===== config.mk =====
export PLATFORM = sky130hd
export DESIGN_NAME = mm2s_framer
export DESIGN_NICKNAME = d
export VERILOG_FILES = /design/src/rtl/mm2s_framer.sv
export SDC_FILE = /design/constraint.sdc
export NUM_CORES = 1
export LEC_CHECK = 0
export BUFFER_PORTS_ARGS = -buffer_cell sky130_fd_sc_hd__buf_2
export CAP_MARGIN = 20
export CORE_UTILIZATION = 45
export DETAILED_ROUTE_END_ITERATION = 8
export GPL_TIMING_DRIVEN = 0
export PLACE_DENSITY = 0.7
export SETUP_SLACK_MARGIN = 0.05
export SYNTH_ARGS = -nofsm -noshare
export SYNTH_HDL_FRONTEND = slang
export SYNTH_SLANG_ARGS = --single-unit

===== constraint.sdc =====
create_clock -name sys_clk -period 8.75 [get_ports sys_clk]
set_clock_uncertainty 0.15 [all_clocks]
set_input_delay 0.875 -clock sys_clk [delete_from_list [all_inputs] [get_ports sys_clk]]
set_output_delay 0.875 -clock sys_clk [all_outputs]
set_load 0.005 [all_outputs]

===== src/rtl/mm2s_framer.sv =====
// mm2s_framer
// Wraps a DMA MM2S pixel stream into a framed word stream for the tx buffer.
// Each frame is emitted as:
//   SOF marker, then LINES lines of LINE_WORDS data words,
//   with an EOL marker between lines, then an EOF marker.
// Marker words carry their control byte in all four lanes with keep = 0000.
// Data lanes whose input tkeep bit is 0 are replaced by IDLE_K and sent as
// control characters (keep bit 0).
// If the frame length does not match, the sticky length_err flag is set:
//   - a frame that ends early is closed with EOF at once;
//   - a frame that runs long is drained and discarded up to its tlast.
//
// Ports
//   sys_clk      rising-edge clock for all logic
//   FIFO_reset   asynchronous, active-high reset
//   frame_start  one-cycle pulse that arms a frame (ignored unless idle)
//   s_tdata/s_tkeep/s_tvalid/s_tready/s_tlast   upstream AXI-Stream
//   m_tdata/m_tkeep/m_tvalid/m_tready           downstream stream (registered)
//   frame_done   one-cycle pulse while the EOF word is handed downstream
//   length_err   sticky frame-length mismatch flag, cleared only by reset

module mm2s_framer #(
   parameter int unsigned LINE_WORDS = 640,
   parameter int unsigned LINES      = 480,
   parameter logic [7:0]  SOF_K      = 8'hFB,
   parameter logic [7:0]  EOL_K      = 8'hF7,
   parameter logic [7:0]  EOF_K      = 8'hFD,
   parameter logic [7:0]  IDLE_K     = 8'hBC
) (
   input  logic        sys_clk,
   input  logic        FIFO_reset,
   input  logic        frame_start,
   input  logic [31:0] s_tdata,
   input  logic [3:0]  s_tkeep,
   input  logic        s_tvalid,
   output logic        s_tready,
   input  logic        s_tlast,
   output logic [31:0] m_tdata,
   output logic [3:0]  m_tkeep,
   output logic        m_tvalid,
   input  logic        m_tready,
   output logic        frame_done,
   output logic        length_err
);

   typedef enum logic [2:0] {
      IDLE,
      SOF,
      DATA,
      EOL,
      EOF,
      DRAIN
   } state_t;

   localparam logic [15:0] WORD_MAX = 16'(LINE_WORDS - 1);
   localparam logic [15:0] LINE_MAX = 16'(LINES - 1);

   state_t      state;
   state_t      state_next;
   logic [15:0] wcnt;
   logic [15:0] wcnt_next;
   logic [15:0] lcnt;
   logic [15:0] lcnt_next;
   logic        err_set;
   logic        out_load;
   logic        emit;
   logic        emit_eof;
   logic [31:0] emit_data;
   logic [3:0]  emit_keep;
   logic [31:0] masked_data;
   logic        out_eof;
   logic        last_word;
   logic        last_line;

   // The output register can take a new word whenever it is empty or its
   // current word is being consumed this cycle.
   assign out_load  = ~m_tvalid | m_tready;
   assign last_word = (wcnt == WORD_MAX);
   assign last_line = (lcnt == LINE_MAX);

   // out_eof tags the word in the output register as the EOF marker, so the
   // done pulse lines up with the downstream handshake of that marker.
   assign frame_done = m_tvalid & m_tready & out_eof;

   // Invalid input lanes become IDLE_K filler.
   always_comb begin
      masked_data = s_tdata;
      for (int i = 0; i < 4; i++) begin
         if (!s_tkeep[i]) begin
            masked_data[8*i +: 8] = IDLE_K;
         end
      end
   end

   // Next-state, counter and emit decisions. Upstream acceptance is expressed
   // directly from s_tvalid and the load condition rather than from s_tready,
   // keeping s_tready a pure output of this block.
   always_comb begin
      state_next = state;
      wcnt_next  = wcnt;
      lcnt_next  = lcnt;
      s_tready   = 1'b0;
      emit       = 1'b0;
      emit_eof   = 1'b0;
      emit_data  = masked_data;
      emit_keep  = s_tkeep;
      err_set    = 1'b0;
      case (state)
         IDLE: begin
            if (frame_start) begin
               state_next = SOF;
            end
         end
         SOF: begin
            emit_data = {4{SOF_K}};
            emit_keep = 4'b0000;
            if (out_load) begin
               emit       = 1'b1;
               state_next = DATA;
            end
         end
         DATA: begin
            s_tready = out_load;
            if (s_tvalid && out_load) begin
               emit = 1'b1;
               if (last_word && last_line) begin
                  wcnt_next = '0;
                  lcnt_next = '0;
                  if (s_tlast) begin
                     state_next = EOF;
                  end else begin
                     err_set    = 1'b1;
                     state_next = DRAIN;
                  end
               end else if (s_tlast) begin
                  // Short frame: close it immediately, no EOL even at a line end.
                  err_set    = 1'b1;
                  state_next = EOF;
               end else if (last_word) begin
                  wcnt_next  = '0;
                  state_next = EOL;
               end else begin
                  wcnt_next = wcnt + 16'd1;
               end
            end
         end
         EOL: begin
            emit_data = {4{EOL_K}};
            emit_keep = 4'b0000;
            if (out_load) begin
               emit       = 1'b1;
               lcnt_next  = lcnt + 16'd1;
               state_next = DATA;
            end
         end
         EOF: begin
            emit_data = {4{EOF_K}};
            emit_keep = 4'b0000;
            emit_eof  = 1'b1;
            if (out_load) begin
               emit       = 1'b1;
               wcnt_next  = '0;
               lcnt_next  = '0;
               state_next = IDLE;
            end
         end
         DRAIN: begin
            // Overlong frame tail is swallowed; nothing reaches the output.
            s_tready = 1'b1;
            if (s_tvalid && s_tlast) begin
               state_next = EOF;
            end
         end
         default: begin
            state_next = IDLE;
         end
      endcase
   end

   // State, counters and the sticky length error.
   always_ff @(posedge sys_clk or posedge FIFO_reset) begin
      if (FIFO_reset) begin
         state      <= IDLE;
         wcnt       <= '0;
         lcnt       <= '0;
         length_err <= 1'b0;
      end else begin
         state <= state_next;
         wcnt  <= wcnt_next;
         lcnt  <= lcnt_next;
         if (err_set) begin
            length_err <= 1'b1;
         end
      end
   end

   // Output register: data and keep only change when a new word is loaded,
   // so a stalled word holds steady until the consumer takes it.
   always_ff @(posedge sys_clk or posedge FIFO_reset) begin
      if (FIFO_reset) begin
         m_tvalid <= 1'b0;
         m_tdata  <= '0;
         m_tkeep  <= '0;
         out_eof  <= 1'b0;
      end else if (out_load) begin
         m_tvalid <= emit;
         out_eof  <= emit & emit_eof;
         if (emit) begin
            m_tdata <= emit_data;
            m_tkeep <= emit_keep;
         end
      end
   end

endmodule


* Word level (Yosys, flattened, before mapping)
Index checks and enable logic that the tools add are counted.
** Cells by class
- Add/subtract/negate cells :: 2
- Eq/ne operators :: 16
- Muxes and demuxes :: 36
- Bitwise gates (word level) :: 5
- Reduce and logical (&&, ||, !) cells :: 12
** Operators by type and width (number)
- 16-bit 2-to-1 mux :: 8
- 32-bit case mux with 3 select lines :: 1
- 16-bit case mux with 3 select lines :: 1
- 16-bit by 1-bit adder with 16-bit output, second input constant :: 2
- 8-bit 2-to-1 mux :: 4
- 16-bit case mux with 2 select lines :: 1
- 3-bit 2-to-1 mux :: 8
- 16-bit by 10-bit equality test with 1-bit output, second input constant :: 1
- 16-bit by 9-bit equality test with 1-bit output, second input constant :: 1
- 3-bit case mux with 5 select lines :: 1
- 2-bit != test, second input constant :: 6
- 1-bit 2-to-1 mux :: 9
- 3-bit by 2-bit equality test with 1-bit output, second input constant :: 2
- 3-bit equality test, second input constant :: 2
- 6-bit AND reduction :: 1
- 5-bit AND reduction :: 1
- 4-bit 2-to-1 mux :: 1
- 4-bit != test, second input constant :: 1
- 1-bit case mux with 2 select lines :: 2
- 4-bit AND reduction :: 1
- 1-bit AND :: 3
- 3-bit by 1-bit equality test with 1-bit output, second input constant :: 1
- 1-bit logical AND :: 3
- 3-bit zero test :: 1
- other kinds (9) :: 9
** Word-level totals
- Bits in registers :: 74
- Word-level logic and storage cells :: 79

* Longest topological paths before layout
Gate-level depths: netlist (run 1).
- Depth in word-level cells :: 6
- Depth in mapped cells :: 9

* Worst setup path after synthesis (run 1)
OpenSTA, ideal clock, no wires.
- Path type :: reg-to-reg
- Start :: register wcnt[10]
- End :: register wcnt[15]
- Setup time :: 0.080 ns
- Arrival time :: 3.112 ns
- Path slack :: 5.408 ns
- Stages on the path, launching flop included :: 9
- Path buffers :: 0
- Clock period less this slack :: 3.342 ns
- Cells stage by stage :: dfrtp_1 > nor4b_1 > nand4_1 > or4_1 > ha_1 > and4bb_1 > o2111ai_1 > or4_1 > a21oi_1
** On the way
- Word-level cells in the longest chain between the ends :: 6
- Elaborated cells on any way between the ends :: 10
- Classes of those cells :: add/sub: 1; eq/ne: 2; mux: 5; reduce/logical: 2
** RTL lines
- from (decl) :: RTL line 60 : logic [15:0] wcnt;
- from (signal assigned) :: RTL line 189 : wcnt <= wcnt_next;
- 16-bit by 1-bit adder with 16-bit output or 16-bit by 10-bit equality test with 1-bit output (tied branches) :: RTL line 143, 78
- 16-bit 2-to-1 mux :: RTL line 139 : end else if (last_word) begin
- 16-bit 2-to-1 mux :: RTL line 135 : end else if (s_tlast) begin
- 16-bit 2-to-1 mux :: RTL line 126 : if (last_word && last_line) begin
- 16-bit 2-to-1 mux :: RTL line 124 : if (s_tvalid && out_load) begin
- 16-bit case mux with 2 select lines :: RTL line 108 : case (state)
Parallel ways exist; a longest one is shown, timed or not. The select of a mux whose other input is x is not followed.
A chain may end at the register's enable or synchronous reset.

* Worst setup path after layout (run 1)
- Start :: register wcnt[12]
- End :: register wcnt[5]
** On the way
- Word-level cells in the longest chain between the ends :: 6
- Elaborated cells on any way between the ends :: 9
- Classes of those cells :: eq/ne: 2; mux: 5; reduce/logical: 2
** RTL lines
- 16-bit by 10-bit equality test with 1-bit output (*) :: RTL line 78 : assign last_word = (wcnt == WORD_MAX);
- 16-bit 2-to-1 mux :: RTL line 139
- 16-bit 2-to-1 mux :: RTL line 135
- 16-bit 2-to-1 mux :: RTL line 126
- 16-bit 2-to-1 mux :: RTL line 124
- 16-bit case mux with 2 select lines :: RTL line 108
Every way passes the cells marked *; elsewhere a longest branch is shown, timed or not. The select of a mux whose other input is x is not followed.

==> impl_metrics.json, run 1 <==
{
  "postRouteAntennaNets": 0,
  "path_class": "reg2reg",
  "grt_max_degree": 54,
  "clk_path_buf_depth": 2,
  "finalWeightedCongestion": 0.857,
  "fillers": 733,
  "rr_startpoint": "wcnt[12]",
  "io-pin-count": 82,
  "worstMarginPinSlew_ns": 0.829,
  "clk_latency_ns": 0.35,
  "final_common_cell": "buf_2",
  "final.setup.worst_slack_ns": 4.84,
  "nets": 546,
  "maxCapViolCount": 0,
  "p_total_mw": 1.37,
  "hp-class": "in2async",
  "cts_tree": "done",
  "reg2reg_slack_ns": 4.84,
  "diodes": 0,
  "max_slew_margin_pct": 44.8,
  "drtPass1Iterations": 4,
  "fin_cells": 607,
  "path_max_fanout": 10,
  "fmax_mhz": 255,
  "cts.sink_count": 74,
  "multi_input_area_um2": 1830,
  "drt_iter0_markers": 157,
  "post_cts_buffers": 0,
  "synth_cell_types": 57,
  "status": "finished, final reports clean",
  "initial_utilization_pct": 46.5,
  "cp-end-kind": "register",
  "rsz0062_at_grt": "no",
  "synth-main-ff-cell": "dfrtp_1",
  "syn_to_final_growth_pct": 20.5,
  "postSynthAreaPerCell_um2": 9.43,
  "wl_per_cell_um": 16.0,
  "ctsResizeCount": 0,
  "cts_root_buffer": "clkbuf_8",
  "drc": 0,
  "clk_pin_slew_worst_paths_ns": 0.08,
  "drv_slew": 0,
  "core-area_um2": 8220,
  "ys_ff_latch": 74,
  "reg2reg_depth": 8,
  "min_period_over_period_pct": 44.7,
  "fin_area_um2": 4600,
  "finalSetupTns_ns": 0,
  "place_hpwl_um": 7000,
  "grt_antenna_before_repair": 0,
  "netlist_area_um2": 3820,
  "port_buffers": 81,
  "synth-seq-area-share_pct": 48.5,
  "holdBufCountCts": 0,
  "synth_nets": 453,
  "worst_ep_required_time_ns": 8.80,
  "layout_common_cells": "86 x buf_2, 74 x dfrtp_1, 55 x nand2_1, 34 x a21oi_1, 32 x o21ai_0",
  "wl_um": 9720,
  "synth_edf_count": 0,
  "num_vias": 3517,
  "yosys_warnings": 0,
  "cp.arrival_ns": 3.97,
  "rr_endpoint": "wcnt[5]",
  "first_global_vias": 3296,
  "rows": 33,
  "die_h_um": 94.1,
  "powerDensity_nw_per_um2": 298,
  "hold_viol_final": 0,
  "dpl.cell_count": 592,
  "peakVddDrop_v": 0.000143,
  "gr-usage-all-layers_pct": 24.1,
  "grt_pass1_wl_um": 16500,
  "dieArea_um2": 8860,
  "min_period_ns": 3.91,
  "seq_area_um2": 1850,
  "async_reset_ff_share_pct": 100,
  "htree_levels": 3,
  "startpoint_type": "register",
  "place_ws_ns": 4.85,
  "dpl_cell_area_um2": 4390,
  "viasPerCell": 5.79,
  "grt-ovfl-total": 0,
  "numCtsBuffers": 9,
  "die_x_um": 94.1,
  "setup_viol": 0,
  "drive_above_1_share_pct": 22.3,
  "synth_cells": 405,
  "p_leak_nw": 2.04
}
-- cell usage after synthesis, types with 3 or more instances --
library cell	number	share of area, %
dfrtp_1	74	48
nand2_1	55	5.4
a21oi_1	34	4.5
o21ai_0	32	4.2
nor2_1	22	2.2
a31oi_1	15	2.5
clkbuf_1	14	1.4
inv_1	12	1.2
o22a_1	12	2.8
nand3_1	10	1.3
a41oi_1	9	2.1
nand2b_1	9	1.5
and3_1	8	1.3
o31ai_1	8	1.6
or3_1	7	1.1
ha_1	6	2.0
nand4_1	6	0.98
and4_1	5	1.1
buf_2	5	0.65
nor3b_1	4	0.79
or4_1	4	0.79
a21o_1	3	0.59
and2_1	3	0.49
nor2b_1	3	0.49
o21a_1	3	0.59
o31a_1	3	0.69
-- logic make-up (layout without fill, tap and decap cells) --
logic type,Yosys count,after routing,share of synthesized area (%)
XOR/XNOR,2,2,0.459
adder cells (fa/ha/maj),6,6,1.97
AO/OA/AOI/OAI,137,137,24.0
multiplexers,1,1,0.262
flip-flops,74,74,48.5
buffers and inverters,33,130,3.60
AND/OR/NAND/NOR,152,152,21.2
-- state kept, by name, summed over array words and instances (netlist names) --
signal,cells
m_tdata,32
wcnt,16
m_tvalid,1
length_err,1
lcnt,16
out_eof,1
m_tkeep,4
state,3
-- where the power goes --
| group | internal [mW] | total, mW | switching (mW) | leakage, nW |
|---|---|---|---|---|
| combinational | 0.226 | 0.548 | 0.322 | 1.05 |
| sequential | 0.453 | 0.529 | 0.0759 | 0.886 |
| clock | 0.166 | 0.295 | 0.129 | 0.112 |
| total | 0.845 | 1.37 | 0.527 | 2.04 |
-- metal layers --
| metal | up-vias | wire (um) | GRT usage (%) |
|---|---|---|---|
| li1 | 1693 | - | - |
| met1 | 1717 | 4420 | 33.6 |
| met2 | 87 | 4610 | 36.4 |
| met3 | 20 | 418 | 3.88 |
| met4 | 0 | 276 | 11.3 |
| met5 | - | 0 | 0 |
-- worst max path at each step --
stage	startpoint	slack, ns	depth (start not counted)	to
floorplan	wcnt[10]	5.41	8	wcnt[15]
global placement	FIFO_reset	4.89	2	lcnt[8]
detailed placement	wcnt[12]	4.85	8	wcnt[5]
CTS	wcnt[12]	4.82	8	wcnt[14]
global route	wcnt[12]	4.53	8	wcnt[5]
finish	wcnt[12]	4.84	8	wcnt[5]
-- critical path, cell delays in order (launching register included) --
cell and delay, ns:
dfrtp_1 0.44, nor4_1 0.43, nand4_1 0.40, or4_1 0.72, ha_1 0.22, and4bb_1 0.33, o211ai_1 0.23, a21oi_1 0.73
nor2_1 0.12
-- layout make-up --
| type | instances | area share, % |
|---|---|---|
| buffer | 21 | 2.01 |
| clock buffer | 10 | 2.99 |
| clock inverter | 5 | 1.71 |
| inverter | 12 | 1.03 |
| multi-input combinational | 298 | 39.8 |
| sequential | 74 | 40.2 |
| tap | 105 | 2.85 |
| timing repair buffer | 82 | 9.40 |
-- stage by stage --
stage / util (%) / hold WS, ns
after floorplan: - / 0.292
final: 56.0 / 0.320
after global placement: 53.0 / 0.306
after global routing: 56.0 / 0.344
after detailed placement: 53.4 / 0.310
after CTS: 56.0 / 0.322
Power figures use the tool's default switching activity.
==> inputs of run 2 (changes only) <==
clock period = 3.8 ns   (was 8.75 ns; I/O delays follow)
==> impl_metrics.json, run 2 (same netlist as run 1, synthesis figures left out) <==
{
  "worst_ep_required_time_ns": 3.94,
  "cts_tree": "done",
  "rr_startpoint": "wcnt[0]",
  "clk_latency_ns": 0.36,
  "dieArea_um2": 8860,
  "top_regs": "m_tdata x32, lcnt x16, wcnt x16",
  "diodes": 0,
  "dpl.cell_count": 592,
  "numCtsBuffers": 9,
  "drv_slew": 0,
  "min_from": "s_tdata[13]",
  "cts_root_buffer": "clkbuf_8",
  "worstMarginPinSlew_ns": 0.626,
  "critPathMaxStageDelay_ns": 0.65,
  "drive_above_1_share_pct": 23.4,
  "rows": 33,
  "largest_reg_flops": 32,
  "path_cells": "ha_1 -> and3_1 -> nand4_1 -> or4_1 -> ha_1 -> and4bb_1 -> o2111ai_2 -> or4_1 -> a21oi_1",
  "finalWeightedCongestion": 0.857,
  "p_total_mw": 3.18,
  "drtPass1Iterations": 5,
  "cts.sink_count": 74,
  "clkPwrFrac_pct": 21.6,
  "fin_area_um2": 4650,
  "die_h_um": 94.1,
  "peakVddDrop_v": 0.000336,
  "status": "finished, final reports clean",
  "hold_viol_final": 0,
  "place_hpwl_um": 7000,
  "min_period_ns": 3.57,
  "multi_input_area_um2": 1860,
  "num_vias": 3534,
  "postRouteAntennaNets": 0,
  "final_util_pct": 56.6,
  "reg2reg_depth": 9,
  "seqPwrFrac_pct": 38.4,
  "p_sw_share_pct": 38.7,
  "rr_endpoint": "wcnt[15]",
  "grt_max_degree": 54,
  "path_max_fanout": 9,
  "finalSetupTns_ns": 0,
  "maxCapViolCount": 0,
  "final_common_cell": "buf_2",
  "reg2reg_slack_ns": 0.23,
  "fin_cells": 609,
  "drt_iter0_markers": 188,
  "path_class": "reg2reg",
  "port_buffers": 81,
  "max_slew_margin_pct": 58.1,
  "grt_antenna_before_repair": 0,
  "cp.arrival_ns": 3.71,
  "wl_um": 9910,
  "final.setup.worst_slack_ns": 0.233,
  "initial_utilization_pct": 46.5,
  "regMostFlops": "m_tdata",
  "layout_common_cells": "86 x buf_2, 74 x dfrtp_1, 55 x nand2_1, 33 x a21oi_1, 32 x o21ai_0",
  "hp-class": "in2reg",
  "p_leak_nw": 2.06,
  "powerDensity_nw_per_um2": 683,
  "min_to": "m_tdata[13]",
  "nets": 548,
  "hold_slack_ns": 0.0716,
  "first_global_vias": 3334,
  "switchingPower_mw": 1.23,
  "dpl_cell_area_um2": 4390,
  "p_int_mw": 1.95,
  "place_ws_ns": -0.103,
  "wl_per_cell_um": 16.3,
  "cp-end-kind": "register",
  "clk_pin_slew_worst_paths_ns": 0.08,
  "clk_path_buf_depth": 2,
  "startpoint_type": "register",
  "grt_pass1_wl_um": 16600,
  "min_period_over_period_pct": 93.9,
  "drc": 0,
  "grt-ovfl-total": 0,
  "fillers": 727,
  "combPwrFrac_pct": 40.0,
  "viasPerCell": 5.80,
  "seq_area_um2": 1850,
  "setup_viol": 0,
  "core-area_um2": 8220,
  "fmax_mhz": 280,
  "holdPathStages": 2,
  "rsz0062_at_grt": "yes",
  "htree_levels": 3,
  "die_x_um": 94.1,
  "io-pin-count": 82,
  "gr-usage-all-layers_pct": 24.2,
  "syn_to_final_growth_pct": 21.7,
  "cp_slowest_cell": "or4_1"
}
## run 2: cell count changes in the layout (fill, tap and decap cells not counted)
cell           change
o2111ai_1          -2
o2111ai_2          +2
a21oi_1            -1
a21oi_2            +1
buf_4              +1
dlygate4sd3_1      +1
nor4_1             -1
nor4_2             +1
nor4b_1            -1
nor4b_2            +1
## run 2: layout make-up
cell class | instances | area share (%)
timing repair buffer | 84 | 9.69
clock inverter | 5 | 1.70
multi-input combinational | 298 | 40.0
clock buffer | 10 | 2.96
inverter | 12 | 1.02
sequential | 74 | 39.8
tap | 105 | 2.83
buffer | 21 | 1.99
## run 2: worst max-delay path by stage
| stage | start | endpoint | slack (ns) | cells past startpoint |
|---|---|---|---|---|
| 4_1_cts | wcnt[12] | wcnt[14] | 0.12 | 8 |
| 3_5_place_dp | wcnt[12] | wcnt[5] | -0.10 | 8 |
| 5_1_grt | wcnt[0] | wcnt[14] | -0.01 | 9 |
| 6_report | wcnt[0] | wcnt[15] | 0.23 | 9 |
| 2_1_floorplan | wcnt[10] | wcnt[15] | 0.46 | 8 |
| 3_3_place_gp | wcnt[12] | wcnt[5] | -0.05 | 8 |
## run 2: power by group through the flow
stage	clock (mW)	combinational [mW]	sequential, mW
6_report	0.687	1.27	1.22
5_1_grt	0.720	1.44	1.25
4_1_cts	0.691	1.27	1.22
3_5_place_dp	0	1.27	1.23
3_3_place_gp	0	1.22	1.22
2_1_floorplan	0	0.793	1.22
## run 2: worst max-delay path: cells and delay by family (launching register included)
kind / cells / cell delay (ns)
AND/OR/NAND/NOR: 5 / 2.07
adder cells (fa/ha/maj): 2 / 0.43
AO/OA/AOI/OAI: 2 / 0.42
flip-flops: 1 / 0.41
## run 2: per-layer routing
metal | routed length (um) | vias to the layer above | track usage (%)
met5 | 0 | - | 0
met4 | 244 | 0 | 11.4
met3 | 455 | 25 | 4.29
met2 | 4670 | 84 | 36.7
met1 | 4540 | 1730 | 33.5
li1 | - | 1695 | -
## run 2: what timing repair did
action | in CTS | in global routing
buffers inserted | 1 | 0
hold buffers | 1 | 0
endpoints found under the hold margin | 21 | 0
endpoints found under the setup margin | 10 | 10
pin swaps | 1 | 0
gates resized for setup | 0 | 5
==> inputs of run 3 (changes only) <==
CELL_PAD_IN_SITES_DETAIL_PLACEMENT = 0   (was not set)
CELL_PAD_IN_SITES_GLOBAL_PLACEMENT = 1   (was not set)
CORE_UTILIZATION = 41   (was 45)
PLACE_DENSITY = 0.81   (was 0.7)
==> impl_metrics.json, run 3 (same netlist as run 1, synthesis figures left out) <==
{
  "htree_levels": 3,
  "path_max_fanout": 10,
  "grt_pass1_wl_um": 17600,
  "cts.sink_count": 74,
  "cts_root_buffer": "clkbuf_8",
  "hold_viol_final": 0,
  "core-area_um2": 8890,
  "powerDensity_nw_per_um2": 674,
  "clk_pin_slew_worst_paths_ns": 0.09,
  "max_slew_margin_pct": 55.8,
  "clk_path_buf_depth": 2,
  "wl_um": 10500,
  "io-pin-count": 82,
  "num_vias": 3515,
  "dieArea_um2": 9710,
  "layout_common_cells": "86 x buf_2, 74 x dfrtp_1, 55 x nand2_1, 33 x a21oi_1, 32 x o21ai_0",
  "status": "finished, final reports clean",
  "grt_max_degree": 43,
  "dpl_cell_area_um2": 4380,
  "p_total_mw": 3.13,
  "top_regs": "m_tdata x32, lcnt x16, wcnt x16",
  "drive_above_1_share_pct": 23.4,
  "setup_viol": 0,
  "die_x_um": 98.5,
  "path_class": "reg2reg",
  "grt_antenna_before_repair": 0,
  "worst_ep_required_time_ns": 3.93,
  "grt-ovfl-total": 0,
  "fin_area_um2": 4640,
  "peakVddDrop_v": 0.000316,
  "hp-class": "in2reg",
  "cts_tree": "done",
  "startpoint_type": "register",
  "path_cells": "nor4_1 -> nand4_1 -> or4_1 -> ha_1 -> and4bb_2 -> o2111ai_4 -> or4_1 -> a21oi_1",
  "seqPwrFrac_pct": 39.0,
  "p_int_mw": 1.87,
  "wl_per_cell_um": 17.1,
  "crit_top_cell": "or4_1",
  "min_period_over_period_pct": 91.3,
  "hold_slack_ns": 0.0873,
  "diodes": 0,
  "gr-usage-all-layers_pct": 23.0,
  "clkPwrFrac_pct": 19.9,
  "critPathMaxStageDelay_ns": 0.64,
  "initial_utilization_pct": 43.0,
  "regMostFlops": "m_tdata",
  "viasPerCell": 5.73,
  "drtPass1Iterations": 4,
  "rows": 34,
  "final_common_cell": "buf_2",
  "maxCapViolCount": 0,
  "cp-end-kind": "register",
  "cp_slowest_cell": "or4_1",
  "worstMarginPinSlew_ns": 0.660,
  "drv_slew": 0,
  "fillers": 854,
  "p_leak_nw": 2.02,
  "timing.critical_path.buf_inv": 0,
  "syn_to_final_growth_pct": 21.5,
  "rsz0062_at_grt": "no",
  "first_global_vias": 3438,
  "die_h_um": 98.5,
  "min_period_ns": 3.47,
  "largest_reg_flops": 32,
  "clk_latency_ns": 0.35,
  "combPwrFrac_pct": 41.1,
  "place_hpwl_um": 7390,
  "drc": 0,
  "cp.arrival_ns": 3.60,
  "finalSetupTns_ns": 0,
  "p_sw_share_pct": 40.3,
  "port_buffers": 81,
  "switchingPower_mw": 1.26,
  "fmax_mhz": 288,
  "drt_iter0_markers": 134,
  "nets": 548,
  "path_delay_family": "simple AND/OR/NAND/NOR gates",
  "finalWeightedCongestion": 0.822,
  "numCtsBuffers": 9,
  "postRouteAntennaNets": 0
}
## run 3: through the flow
stage,setup WS (ns),std cells,utilization [%]
final,0.329,613,52.2
after global routing,0.0806,613,52.2
after CTS,0.165,613,51.7
after detailed placement,-0.130,595,49.3
after global placement,-0.0812,594,49.0
after floorplan,0.458,405,-
## run 3: worst paths after layout
path / slack, ns / startpoint / depth (start not counted) / to
min in group asynchronous: 0.44 / FIFO_reset / 3 / m_tdata[23]
worst max register to register: 0.33 / wcnt[12] / 8 / wcnt[14]
worst min-delay path: 0.09 / s_tdata[13] / 2 / m_tdata[13]
max in group asynchronous: 2.48 / FIFO_reset / 4 / lcnt[15]
worst max-delay path: 0.33 / wcnt[12] / 8 / wcnt[14]
worst min register to register: 0.32 / length_err / 1 / length_err
## run 3: cell type report
| class | count | area [um2] | share of cell area (%) |
|---|---|---|---|
| sequential | 74 | 1850 | 39.9 |
| multi-input combinational | 298 | 1880 | 40.5 |
| inverter | 12 | 47.5 | 1.02 |
| buffer | 21 | 92.6 | 1.99 |
| clock buffer | 10 | 128 | 2.75 |
| timing repair buffer | 84 | 443 | 9.54 |
| tap | 108 | 135 | 2.91 |
| clock inverter | 6 | 66.3 | 1.43 |
## run 3: what timing repair did
action / in CTS / in global routing
setup buffers: 1 / 0
resized for setup: 1 / 7
pin swaps: 1 / 0
gates cloned: 0 / 0
hold buffers: 1 / 0
hold endpoints to repair: 32 / 0
endpoints found under the setup margin: 10 / 3
## run 3: per-layer routing
metal	wire [um]	part of all wire (%)	up-vias	track usage, %
met1	4930	47	1729	32.3
met5	0	0	-	0
met4	135	1.3	0	7.12
met2	5030	48	81	36.6
met3	400	3.8	9	3.69
li1	-	-	1696	-
## run 3: power groups by stage
stage                     registers (mW)  clock network, mW  logic (mW)
after detailed placement            1.23                  0        1.28
after global routing                1.26              0.671        1.45
after global placement              1.22                  0        1.25
after floorplan                     1.22                  0       0.793
final                               1.22              0.622        1.29
after CTS                           1.22              0.639        1.28
